**src/rtl/vga_timing_pkg.sv**
```systemverilog
// Shared VGA timing defaults (640x480@60), colour/coordinate widths and total-count helpers.
package vga_timing_pkg;

  localparam int unsigned DEF_H_ACTIVE = 640;
  localparam int unsigned DEF_H_FP     = 16;
  localparam int unsigned DEF_H_SYNC   = 96;
  localparam int unsigned DEF_H_BP     = 48;
  localparam int unsigned DEF_V_ACTIVE = 480;
  localparam int unsigned DEF_V_FP     = 10;
  localparam int unsigned DEF_V_SYNC   = 2;
  localparam int unsigned DEF_V_BP     = 33;

  localparam int unsigned DEF_R_W = 3;
  localparam int unsigned DEF_G_W = 3;
  localparam int unsigned DEF_B_W = 2;
  localparam int unsigned DEF_CW  = 11;

  // Raw timing flags carried through the renderer-latency delay line
  typedef struct packed {
    logic hs;
    logic vs;
    logic act;
  } vga_flags_t;

  function automatic int unsigned h_total(input int unsigned act, input int unsigned fp,
                                          input int unsigned sync, input int unsigned bp);
    return act + fp + sync + bp;
  endfunction

  function automatic int unsigned v_total(input int unsigned act, input int unsigned fp,
                                          input int unsigned sync, input int unsigned bp);
    return act + fp + sync + bp;
  endfunction

endpackage

```
**src/rtl/vga_delay_line.sv**
```systemverilog
// Width x depth shift register advancing on en, synchronously cleared (active-low) to CLR_VAL.
module vga_delay_line #(
  parameter int unsigned     WIDTH   = 1,
  parameter int unsigned     DEPTH   = 1,
  parameter logic [WIDTH-1:0] CLR_VAL = '0
) (
  input  logic             clk,
  input  logic             rst,
  input  logic             en,
  input  logic [WIDTH-1:0] d,
  output logic [WIDTH-1:0] q
);

  if (DEPTH == 0) begin : g_pass
    logic w_unused;
    assign w_unused = &{1'b0, clk, rst, en};
    assign q        = d;
  end else begin : g_shift
    logic [WIDTH-1:0] r_stage [DEPTH];

    always_ff @(posedge clk) begin
      if (!rst) begin
        for (int unsigned i = 0; i < DEPTH; i++) r_stage[i] <= CLR_VAL;
      end else if (en) begin
        r_stage[0] <= d;
        for (int unsigned i = 1; i < DEPTH; i++) r_stage[i] <= r_stage[i-1];
      end
    end

    assign q = r_stage[DEPTH-1];
  end

endmodule

```
**src/rtl/vga_frame_engine.sv**
```systemverilog
// VGA raster timing and registered pixel output engine on the board clock.
// Optional colour-bar generator enabled by macro VGA_TEST_PATTERN_EN.
module vga_frame_engine
  import vga_timing_pkg::*;
#(
  parameter int unsigned H_ACTIVE   = DEF_H_ACTIVE,
  parameter int unsigned H_FP       = DEF_H_FP,
  parameter int unsigned H_SYNC     = DEF_H_SYNC,
  parameter int unsigned H_BP       = DEF_H_BP,
  parameter int unsigned V_ACTIVE   = DEF_V_ACTIVE,
  parameter int unsigned V_FP       = DEF_V_FP,
  parameter int unsigned V_SYNC     = DEF_V_SYNC,
  parameter int unsigned V_BP       = DEF_V_BP,
  parameter bit          SYNC_POL   = 1'b0,
  parameter int unsigned PIX_DIV    = 4,
  parameter int unsigned RENDER_LAT = 2,
  parameter int unsigned R_W        = DEF_R_W,
  parameter int unsigned G_W        = DEF_G_W,
  parameter int unsigned B_W        = DEF_B_W,
  parameter int unsigned CW         = DEF_CW,
  parameter int unsigned FRAME_DIV  = 3
) (
  input  logic           clk,
  input  logic           rst,
`ifdef VGA_TEST_PATTERN_EN
  input  logic           test_en,
`endif
  input  logic [R_W-1:0] red_in,
  input  logic [G_W-1:0] green_in,
  input  logic [B_W-1:0] blue_in,
  output logic           pix_ce,
  output logic [CW-1:0]  pix_x,
  output logic [CW-1:0]  pix_y,
  output logic           pix_active,
  output logic [R_W-1:0] vga_r,
  output logic [G_W-1:0] vga_g,
  output logic [B_W-1:0] vga_b,
  output logic           sync_h,
  output logic           sync_v,
  output logic           vidon,
  output logic           frame_tick
);

  localparam int unsigned H_TOT  = h_total(H_ACTIVE, H_FP, H_SYNC, H_BP);
  localparam int unsigned V_TOT  = v_total(V_ACTIVE, V_FP, V_SYNC, V_BP);
  localparam int unsigned HS_BEG = H_ACTIVE + H_FP;
  localparam int unsigned HS_END = HS_BEG + H_SYNC;
  localparam int unsigned VS_BEG = V_ACTIVE + V_FP;
  localparam int unsigned VS_END = VS_BEG + V_SYNC;
  localparam int unsigned DIV_W  = (PIX_DIV > 1) ? $clog2(PIX_DIV) : 1;
  localparam int unsigned FDV_W  = (FRAME_DIV > 1) ? $clog2(FRAME_DIV) : 1;

  logic [DIV_W-1:0] r_div;
  logic             r_ce;
  logic [CW-1:0]    r_x, r_y, w_x_nxt, w_y_nxt;
  logic [FDV_W-1:0] r_fdiv;
  logic             r_tick;
  logic [R_W-1:0]   r_r, w_r;
  logic [G_W-1:0]   r_g, w_g;
  logic [B_W-1:0]   r_b, w_b;
  logic             r_hs, r_vs, r_von;
  logic             w_frame_wrap;
  vga_flags_t       w_flags_raw, w_flags_d;

  // Pixel strobe: registered so the first strobe lands PIX_DIV clks after reset release
  always_ff @(posedge clk) begin
    if (!rst) begin
      r_div <= '0;
      r_ce  <= 1'b0;
    end else begin
      r_ce  <= (r_div == DIV_W'(PIX_DIV - 1));
      r_div <= (r_div == DIV_W'(PIX_DIV - 1)) ? '0 : r_div + DIV_W'(1);
    end
  end

  always_comb begin
    w_x_nxt = r_x;
    w_y_nxt = r_y;
    if (r_ce) begin
      if (r_x == CW'(H_TOT - 1)) begin
        w_x_nxt = '0;
        w_y_nxt = (r_y == CW'(V_TOT - 1)) ? '0 : r_y + CW'(1);
      end else begin
        w_x_nxt = r_x + CW'(1);
      end
    end
  end

  assign w_frame_wrap = r_ce && (r_x == CW'(H_TOT - 1)) && (r_y == CW'(V_TOT - 1));

  always_ff @(posedge clk) begin
    if (!rst) begin
      r_x    <= '0;
      r_y    <= '0;
      r_fdiv <= '0;
      r_tick <= 1'b0;
    end else begin
      r_x    <= w_x_nxt;
      r_y    <= w_y_nxt;
      r_tick <= w_frame_wrap && (r_fdiv == FDV_W'(FRAME_DIV - 1));
      if (w_frame_wrap)
        r_fdiv <= (r_fdiv == FDV_W'(FRAME_DIV - 1)) ? '0 : r_fdiv + FDV_W'(1);
    end
  end

  assign w_flags_raw.hs  = (r_x >= CW'(HS_BEG)) && (r_x < CW'(HS_END));
  assign w_flags_raw.vs  = (r_y >= CW'(VS_BEG)) && (r_y < CW'(VS_END));
  assign w_flags_raw.act = (r_x < CW'(H_ACTIVE)) && (r_y < CW'(V_ACTIVE));

  vga_delay_line #(
    .WIDTH  ($bits(vga_flags_t)),
    .DEPTH  (RENDER_LAT),
    .CLR_VAL('0)
  ) u_flags_dly (
    .clk (clk),
    .rst (rst),
    .en  (r_ce),
    .d   (w_flags_raw),
    .q   (w_flags_d)
  );

`ifdef VGA_TEST_PATTERN_EN
  logic [CW-1:0] w_x_d;
  logic [2:0]    w_bar;

  vga_delay_line #(
    .WIDTH  (CW),
    .DEPTH  (RENDER_LAT),
    .CLR_VAL('0)
  ) u_x_dly (
    .clk (clk),
    .rst (rst),
    .en  (r_ce),
    .d   (r_x),
    .q   (w_x_d)
  );

  // Eight equal-width vertical bars indexed by the latency-aligned x
  always_comb begin
    w_bar = 3'(w_x_d / CW'(H_ACTIVE / 8));
    w_r   = red_in;
    w_g   = green_in;
    w_b   = blue_in;
    if (test_en) begin
      w_r = {R_W{w_bar[2]}};
      w_g = {G_W{w_bar[1]}};
      w_b = {B_W{w_bar[0]}};
    end
  end
`else
  always_comb begin
    w_r = red_in;
    w_g = green_in;
    w_b = blue_in;
  end
`endif

  // Pin registers: everything the monitor sees moves only on the strobe edge
  always_ff @(posedge clk) begin
    if (!rst) begin
      r_r   <= '0;
      r_g   <= '0;
      r_b   <= '0;
      r_hs  <= ~SYNC_POL;
      r_vs  <= ~SYNC_POL;
      r_von <= 1'b0;
    end else if (r_ce) begin
      r_r   <= w_flags_d.act ? w_r : '0;
      r_g   <= w_flags_d.act ? w_g : '0;
      r_b   <= w_flags_d.act ? w_b : '0;
      r_hs  <= w_flags_d.hs ? SYNC_POL : ~SYNC_POL;
      r_vs  <= w_flags_d.vs ? SYNC_POL : ~SYNC_POL;
      r_von <= w_flags_d.act;
    end
  end

  assign pix_ce     = r_ce;
  assign pix_x      = r_x;
  assign pix_y      = r_y;
  assign pix_active = (r_x < CW'(H_ACTIVE)) && (r_y < CW'(V_ACTIVE));
  assign vga_r      = r_r;
  assign vga_g      = r_g;
  assign vga_b      = r_b;
  assign sync_h     = r_hs;
  assign sync_v     = r_vs;
  assign vidon      = r_von;
  assign frame_tick = r_tick;

endmodule
```
**config.mk**
```make
export PLATFORM = sky130hd
export DESIGN_NAME = vga_frame_engine
export DESIGN_NICKNAME = d
export VERILOG_FILES = /design/src/rtl/vga_timing_pkg.sv /design/src/rtl/vga_delay_line.sv /design/src/rtl/vga_frame_engine.sv
export SDC_FILE = /design/constraint.sdc
export NUM_CORES = 1
export LEC_CHECK = 0
export BUFFER_PORTS_ARGS = -buffer_cell sky130_fd_sc_hd__buf_2
export CORE_AREA = 3 3 87 89
export DETAILED_ROUTE_END_ITERATION = 10
export DIE_AREA = 0 0 90 92
export MAX_ROUTING_LAYER = met4
export PLACE_DENSITY = 0.47
export SETUP_SLACK_MARGIN = 0.02
export SYNTH_ARGS = -nofsm -noshare
export SYNTH_HDL_FRONTEND = slang
export SYNTH_SLANG_ARGS = --single-unit
```
**constraint.sdc**
```tcl
create_clock -name clk -period 6 [get_ports clk]
set_clock_uncertainty 0.15 [all_clocks]
set_input_delay 0.6 -clock clk [delete_from_list [all_inputs] [get_ports clk]]
set_output_delay 0.6 -clock clk [all_outputs]
set_load 0.01 [all_outputs]
```
# After elaboration in Yosys (flattened, before gate mapping)
# Memories as Yosys holds them, arrays and structs flattened.
# Index checks and enable logic that the tools add are counted.
dict set report word_totals {
  reg_bits 39
  ram_bits 6
  in_bits 10
  wordCells 52
  memories 1
}
dict set report op_classes {
  n_addsub 4
  magnitude_cmp 6
  n_eq_ne 4
  n_mux 14
  bitwise 3
  reduce_logical 8
}
# name depth width read_ports rd_clocked_by_memory_dff wr line_no
set mem_list {}
lappend mem_list {u_flags_dly.g_shift.r_stage 2 3 2 0 2 vga_delay_line.sv:19} ;# logic [WIDTH-1:0] r_stage [DEPTH];
# operator n
set op_table {}
lappend op_table {{11-bit by 1-bit adder with 11-bit output (second input constant)} 2}
lappend op_table {{11-bit by 10-bit == test with 1-bit output (second input constant)} 2}
lappend op_table {{11-bit by 10-bit < comparator with 1-bit output (second input constant)} 2}
lappend op_table {{11-bit by 9-bit < comparator with 1-bit output (second input constant)} 2}
lappend op_table {{11-bit two-way mux} 2}
lappend op_table {{3-bit two-way mux} 4}
lappend op_table {{11-bit by 10-bit greater-or-equal comparator with 1-bit output (second input constant)} 1}
lappend op_table {{11-bit by 9-bit greater-or-equal comparator with 1-bit output (second input constant)} 1}
lappend op_table {{1-bit logical AND} 6}
lappend op_table {{1-bit two-way mux} 6}
lappend op_table {{2-bit by 1-bit adder with 2-bit output (second input constant)} 2}
lappend op_table {{2-bit == test (second input constant)} 2}
lappend op_table {{2-bit two-way mux} 2}
lappend op_table {{1-bit bitwise OR} 2}
lappend op_table {{2-bit AND reduction} 1}
lappend op_table {{2-bit OR reduction} 1}
lappend op_table {{1-bit inverter} 1}

# Depth between registers and ports, before layout
dict set report depth {
  ltp_word 4
  mapped_depth 7
}

# Cells and area by module
# A second synthesis with hierarchy kept.
dict set report unflattened {
  hier_cells 205
  hier_area_um2 1923.1
}
# module instances cells_per_inst area_each_um2 seq_area_each_um2
set modules_own_cells {}
lappend modules_own_cells {vga_frame_engine 1 189 1676.6 780.7}
lappend modules_own_cells {vga_delay_line 1 16 246.5 180.2}

# Least setup slack after synthesis
# OpenSTA, ideal clock, no wires.
dict set report synth_path {
  path_type {register -> register}
  startpoint {register r_x[1], in the netlist pix_x[1]}
  endpoint {register r_fdiv[0]}
  arrival_ns 1.782
  required_time_ns 5.778
  path_slack_ns 3.996
  stages_incl_launch_ff 7
  n_path_buf 1
  path_cell_list {dfxtp_1 -> ha_1 -> and4b_2 -> nand4_4 -> buf_6 -> or4_1 -> a21oi_1}
}
dict set report synth_between {
  elab_chain_len 3
}
# item line_no
set synth_rtl {}
lappend synth_rtl {{start, declared} vga_frame_engine.sv:55} ;# logic [CW-1:0] r_x, r_y, w_x_nxt, w_y_nxt;
lappend synth_rtl {{start signal, assigned} vga_frame_engine.sv:98} ;# r_x <= w_x_nxt;
lappend synth_rtl {{11-bit by 10-bit == test with 1-bit output} vga_frame_engine.sv:89} ;# assign w_frame_wrap = r_ce && (r_x == CW'(H_TOT - 1)) && (r_y == CW'(V_TOT - 1));
lappend synth_rtl {{1-bit logical AND (2 in series)} vga_frame_engine.sv:89}
lappend synth_rtl {{end signal, assigned} vga_frame_engine.sv:102} ;# r_fdiv <= (r_fdiv == FDV_W'(FRAME_DIV - 1)) ? '0 : r_fdiv + FDV_W'(1);
lappend synth_rtl {{end, declared} vga_frame_engine.sv:56} ;# logic [FDV_W-1:0] r_fdiv;
# Every way passes these cells.
# A chain may end at the register's enable or synchronous reset.

# Final worst setup path
dict set report layout_path {
  startpoint {register r_y[0], in the netlist pix_y[0]}
  endpoint {register r_fdiv[0]}
}
dict set report layout_between {
  elab_chain_len 2
}
# item line_no
set layout_rtl {}
lappend layout_rtl {{start, declared} vga_frame_engine.sv:55}
lappend layout_rtl {{start signal, assigned} vga_frame_engine.sv:99} ;# r_y <= w_y_nxt;
lappend layout_rtl {{11-bit by 10-bit == test with 1-bit output} vga_frame_engine.sv:89}
lappend layout_rtl {{1-bit logical AND} vga_frame_engine.sv:89}
# Every way passes these cells.

==> run_results.csv <==
group,metric,value,unit
run_status,status,"finished clean",
worst_hold_path,hold_class,"reg2reg",
cells_and_area,num-fill-cells,764,
power_and_ir_drop,switching_share,21.35,%
floorplanning,dieArea,8280,µm²
synth,ys_ff_latch,45,
cells_and_area,drive_gt1_share,23.46,%
power_and_ir_drop,pwr-share-comb,3.1,%
global_route,gr-total-overflow,0,
clock_network,cts_setup_buffers,0,
detailed_routing,drt_iter0_drc,80,
timing,setup-tns-final,0,ns
run,cap_violations,0,
timing,worstMarginPinSlew,0.6636,ns
synth,synth_area_per_cell,9.329,µm²
critical_path,cp_max_fo,14,
synth,ys_async_sr_fraction,0,%
synth,synthTopCellsByCount,"dfxtp_1 (39), nor2_1 (23), nand2_1 (20)",
cells_and_area,area_delta_synth_final,20.52,%
synth,synth_top_family_by_area,"simple AND/OR/NAND/NOR gates",
synth,synth_edf_count,6,
synth,ys_seq_area_share,47.47,%
power_and_ir_drop,pwr-share-seq,54.5,%
synth,yosys.area.top_type_share,38.57,%
clock_network,clk_latency,0.30,ns
power_and_ir_drop,ir_drop,71.71,µV
clock_network,clock_path_buffers,2,
critical_path,cp.required,6.06,ns
timing,slew_violations,0,
critical_path,cp-end-kind,"register",
clock_network,numCtsBuffers,5,
clock_network,hold_buffers,0,
synth,yosysMostFrequentCell,"dfxtp_1",
cells_and_area,nets,275,
clock_network,post_cts_resize_count,0,
global_route,antenna_found_initial,0,
worst_hold_path,hp-start,"r_div[0]",
floorplanning,core,6832,µm²
power_and_ir_drop,power,574.3,µW
synth,yosys_warnings,0,
timing,rsz0062_at_grt,"false",
floorplanning,io_pins,46,
timing,finalHoldViolCount,0,
timing,setup_violations,0,
synth,synthXorXnorAreaFrac,4.326,%
synth,yosysTopAreaCell,"dfxtp_1",
critical_path,crit_type,"reg2reg",
synth,synthAdderAreaFrac,3.708,%
detailed_routing,drtAntennaViolNets,0,
synth,synth.net_count,233,
synth,synthDistinctLibCells,43,
floorplanning,die_x,90,µm
detailed_routing,wirelength,4.894,mm
detailed_routing,drtPass1Iterations,4,
global_route,grt_pass1_wl,8.604,mm
global_route,grt_pass1_vias,1662,
timing,fin_crit,2.362,ns
detailed_routing,routedWlPerCell,13.75,µm
cells_and_area,fin_area,2440,µm²
synth,syn_inst,217,
power_and_ir_drop,netSwitchingPower,122.6,µW
power_and_ir_drop,power.leakage,0.9640,nW
global_route,grt_max_degree,21,
critical_path,worstSetupStartpointType,"register",
synth,muxShareOfSynthArea,0,%
placement,pre_cts_slack,3.491,ns
cells_and_area,diodes,0,
timing,period_share,39.36,%
power_and_ir_drop,p_per_area,235.4,nW/µm²
synth,synth_compound_area_share,13.47,%
clock_network,clkTransAtPathRegs,0.09,ns
critical_path,critPathLaunch,"pix_y[0]",
floorplanning,num_rows,30,
synth,synth_simple_gate_area_share,27.26,%
global_route,grt.total_usage,12.92,%
power_and_ir_drop,cell_internal_pwr,451.6,µW
clock_network,clock-sinks,45,
placement,placed_area,2320,µm²
placement,gp_congestion,0.7351,
critical_path,worstReg2RegStart,"pix_y[0]",
detailed_routing,drc_errors,0,
critical_path,critPathArrivalTime,2.42,ns
synth,synthTopCellsByArea,"dfxtp_1 (39%), edfxtp_1 (8.9%), nor2_1 (4.3%)",
placement,port_buffers,45,
timing,max_freq,423.4,MHz
power_and_ir_drop,pwr-share-clk,42.4,%
floorplanning,die_h,92,µm
timing,max_slew_margin,55.70,%
detailed_routing,viasPerCell,4.862,
detailed_routing,vias,1731,
placement,place_hpwl,3.459,mm
clock_network,h-tree-depth,2,
floorplanning,initial_core_util,29.63,%
clock_network,cts_tree,"built",
timing,setup_ws,3.638,ns
timing,whs,0.2845,ns
clock_network,root_buffer,"clkbuf_8",
synth,synth_flop_cell,"dfxtp_1",
synth,syn-cell-area,2024,µm²
cell families after synthesis:
group / Yosys count
fa+ha+maj: 6
xor+xnor: 10
flops: 45
simple gates: 99
compound gates: 40
buf+inv: 17
routing by layer:
metal  GRT usage, %  wire length (µm)  vias to the layer above
li1               -                 -                      872
met1          17.40              2416                      822
met2          18.98              2222                       32
met3          3.527               193                        5
met4          3.827                62                        0
met5              -                 0                        -
power groups by stage:
| stage | sequential (mW) | combinational [mW] | clock [mW] |
|---|---|---|---|
| 6_report | 0.313 | 0.0178 | 0.244 |
| 5_1_grt | 0.314 | 0.0210 | 0.265 |
| 4_1_cts | 0.313 | 0.0183 | 0.250 |
| 3_5_place_dp | 0.320 | 0.0184 | 0 |
| 3_3_place_gp | 0.320 | 0.0180 | 0 |
| 2_1_floorplan | 0.319 | 0.0117 | 0 |
final timing paths:
kind | depth (start not counted) | slack, ns | endpoint
hold reg to reg | 1 | 0.28 | r_div[0]
hold / removal | 1 | 0.28 | r_div[0]
setup reg to reg | 6 | 3.64 | r_fdiv[0]
setup / recovery | 6 | 3.64 | r_fdiv[0]
registers in the layout, indices dropped and copies added, names as in the netlist:
register                     flops
vga_b                            2
r_div                            2
vga_g                            3
sync_v                           1
sync_h                           1
vga_r                            3
pix_y                           11
r_fdiv                           2
pix_x                           11
frame_tick                       1
u_flags_dly.g_shift.r_stage      6
pix_ce                           1
vidon                            1
stage by stage:
stage / utilization [%] / cells
6_report: 35.71 / 356
5_1_grt: 35.71 / 356
4_1_cts: 35.71 / 356
3_5_place_dp: 33.96 / 348
3_3_place_gp: 33.96 / 348
2_1_floorplan: - / 217
cells in the final DEF (no fill, tap or decap), types with 4 or more instances in the layout:
cell type,n
ha_1,6
clkbuf_8,6
a22oi_1,8
nand2_1,20
nor2_1,23
nand4_1,7
edfxtp_1,6
nand3_1,11
buf_2,45
o21ai_0,10
xor2_1,6
a21oi_1,6
and3_1,5
dfxtp_1,39
nor3_1,6
inv_1,6
xnor2_1,4
and4_1,4
and2_1,6
critical path, cell delays in order (launching register included):
cell	delay [ns]
dfxtp_1	0.39
inv_1	0.11
ha_1	0.16
nor4bb_1	0.27
nand3_1	0.46
or4_1	0.57
a21oi_1	0.17
area by class of cell:
| cell class | instances | area [µm²] | area share, % |
|---|---|---|---|
| clock inverter | 2 | 37.54 | 1.538 |
| sequential | 45 | 960.9 | 39.38 |
| tap | 96 | 120.1 | 4.923 |
| multi-input combinational | 155 | 987.2 | 40.46 |
| timing repair buffer | 45 | 225.2 | 9.231 |
| clock buffer | 6 | 82.58 | 3.385 |
| inverter | 7 | 26.28 | 1.077 |
No activity file was read; power rests on OpenSTA's default activity.
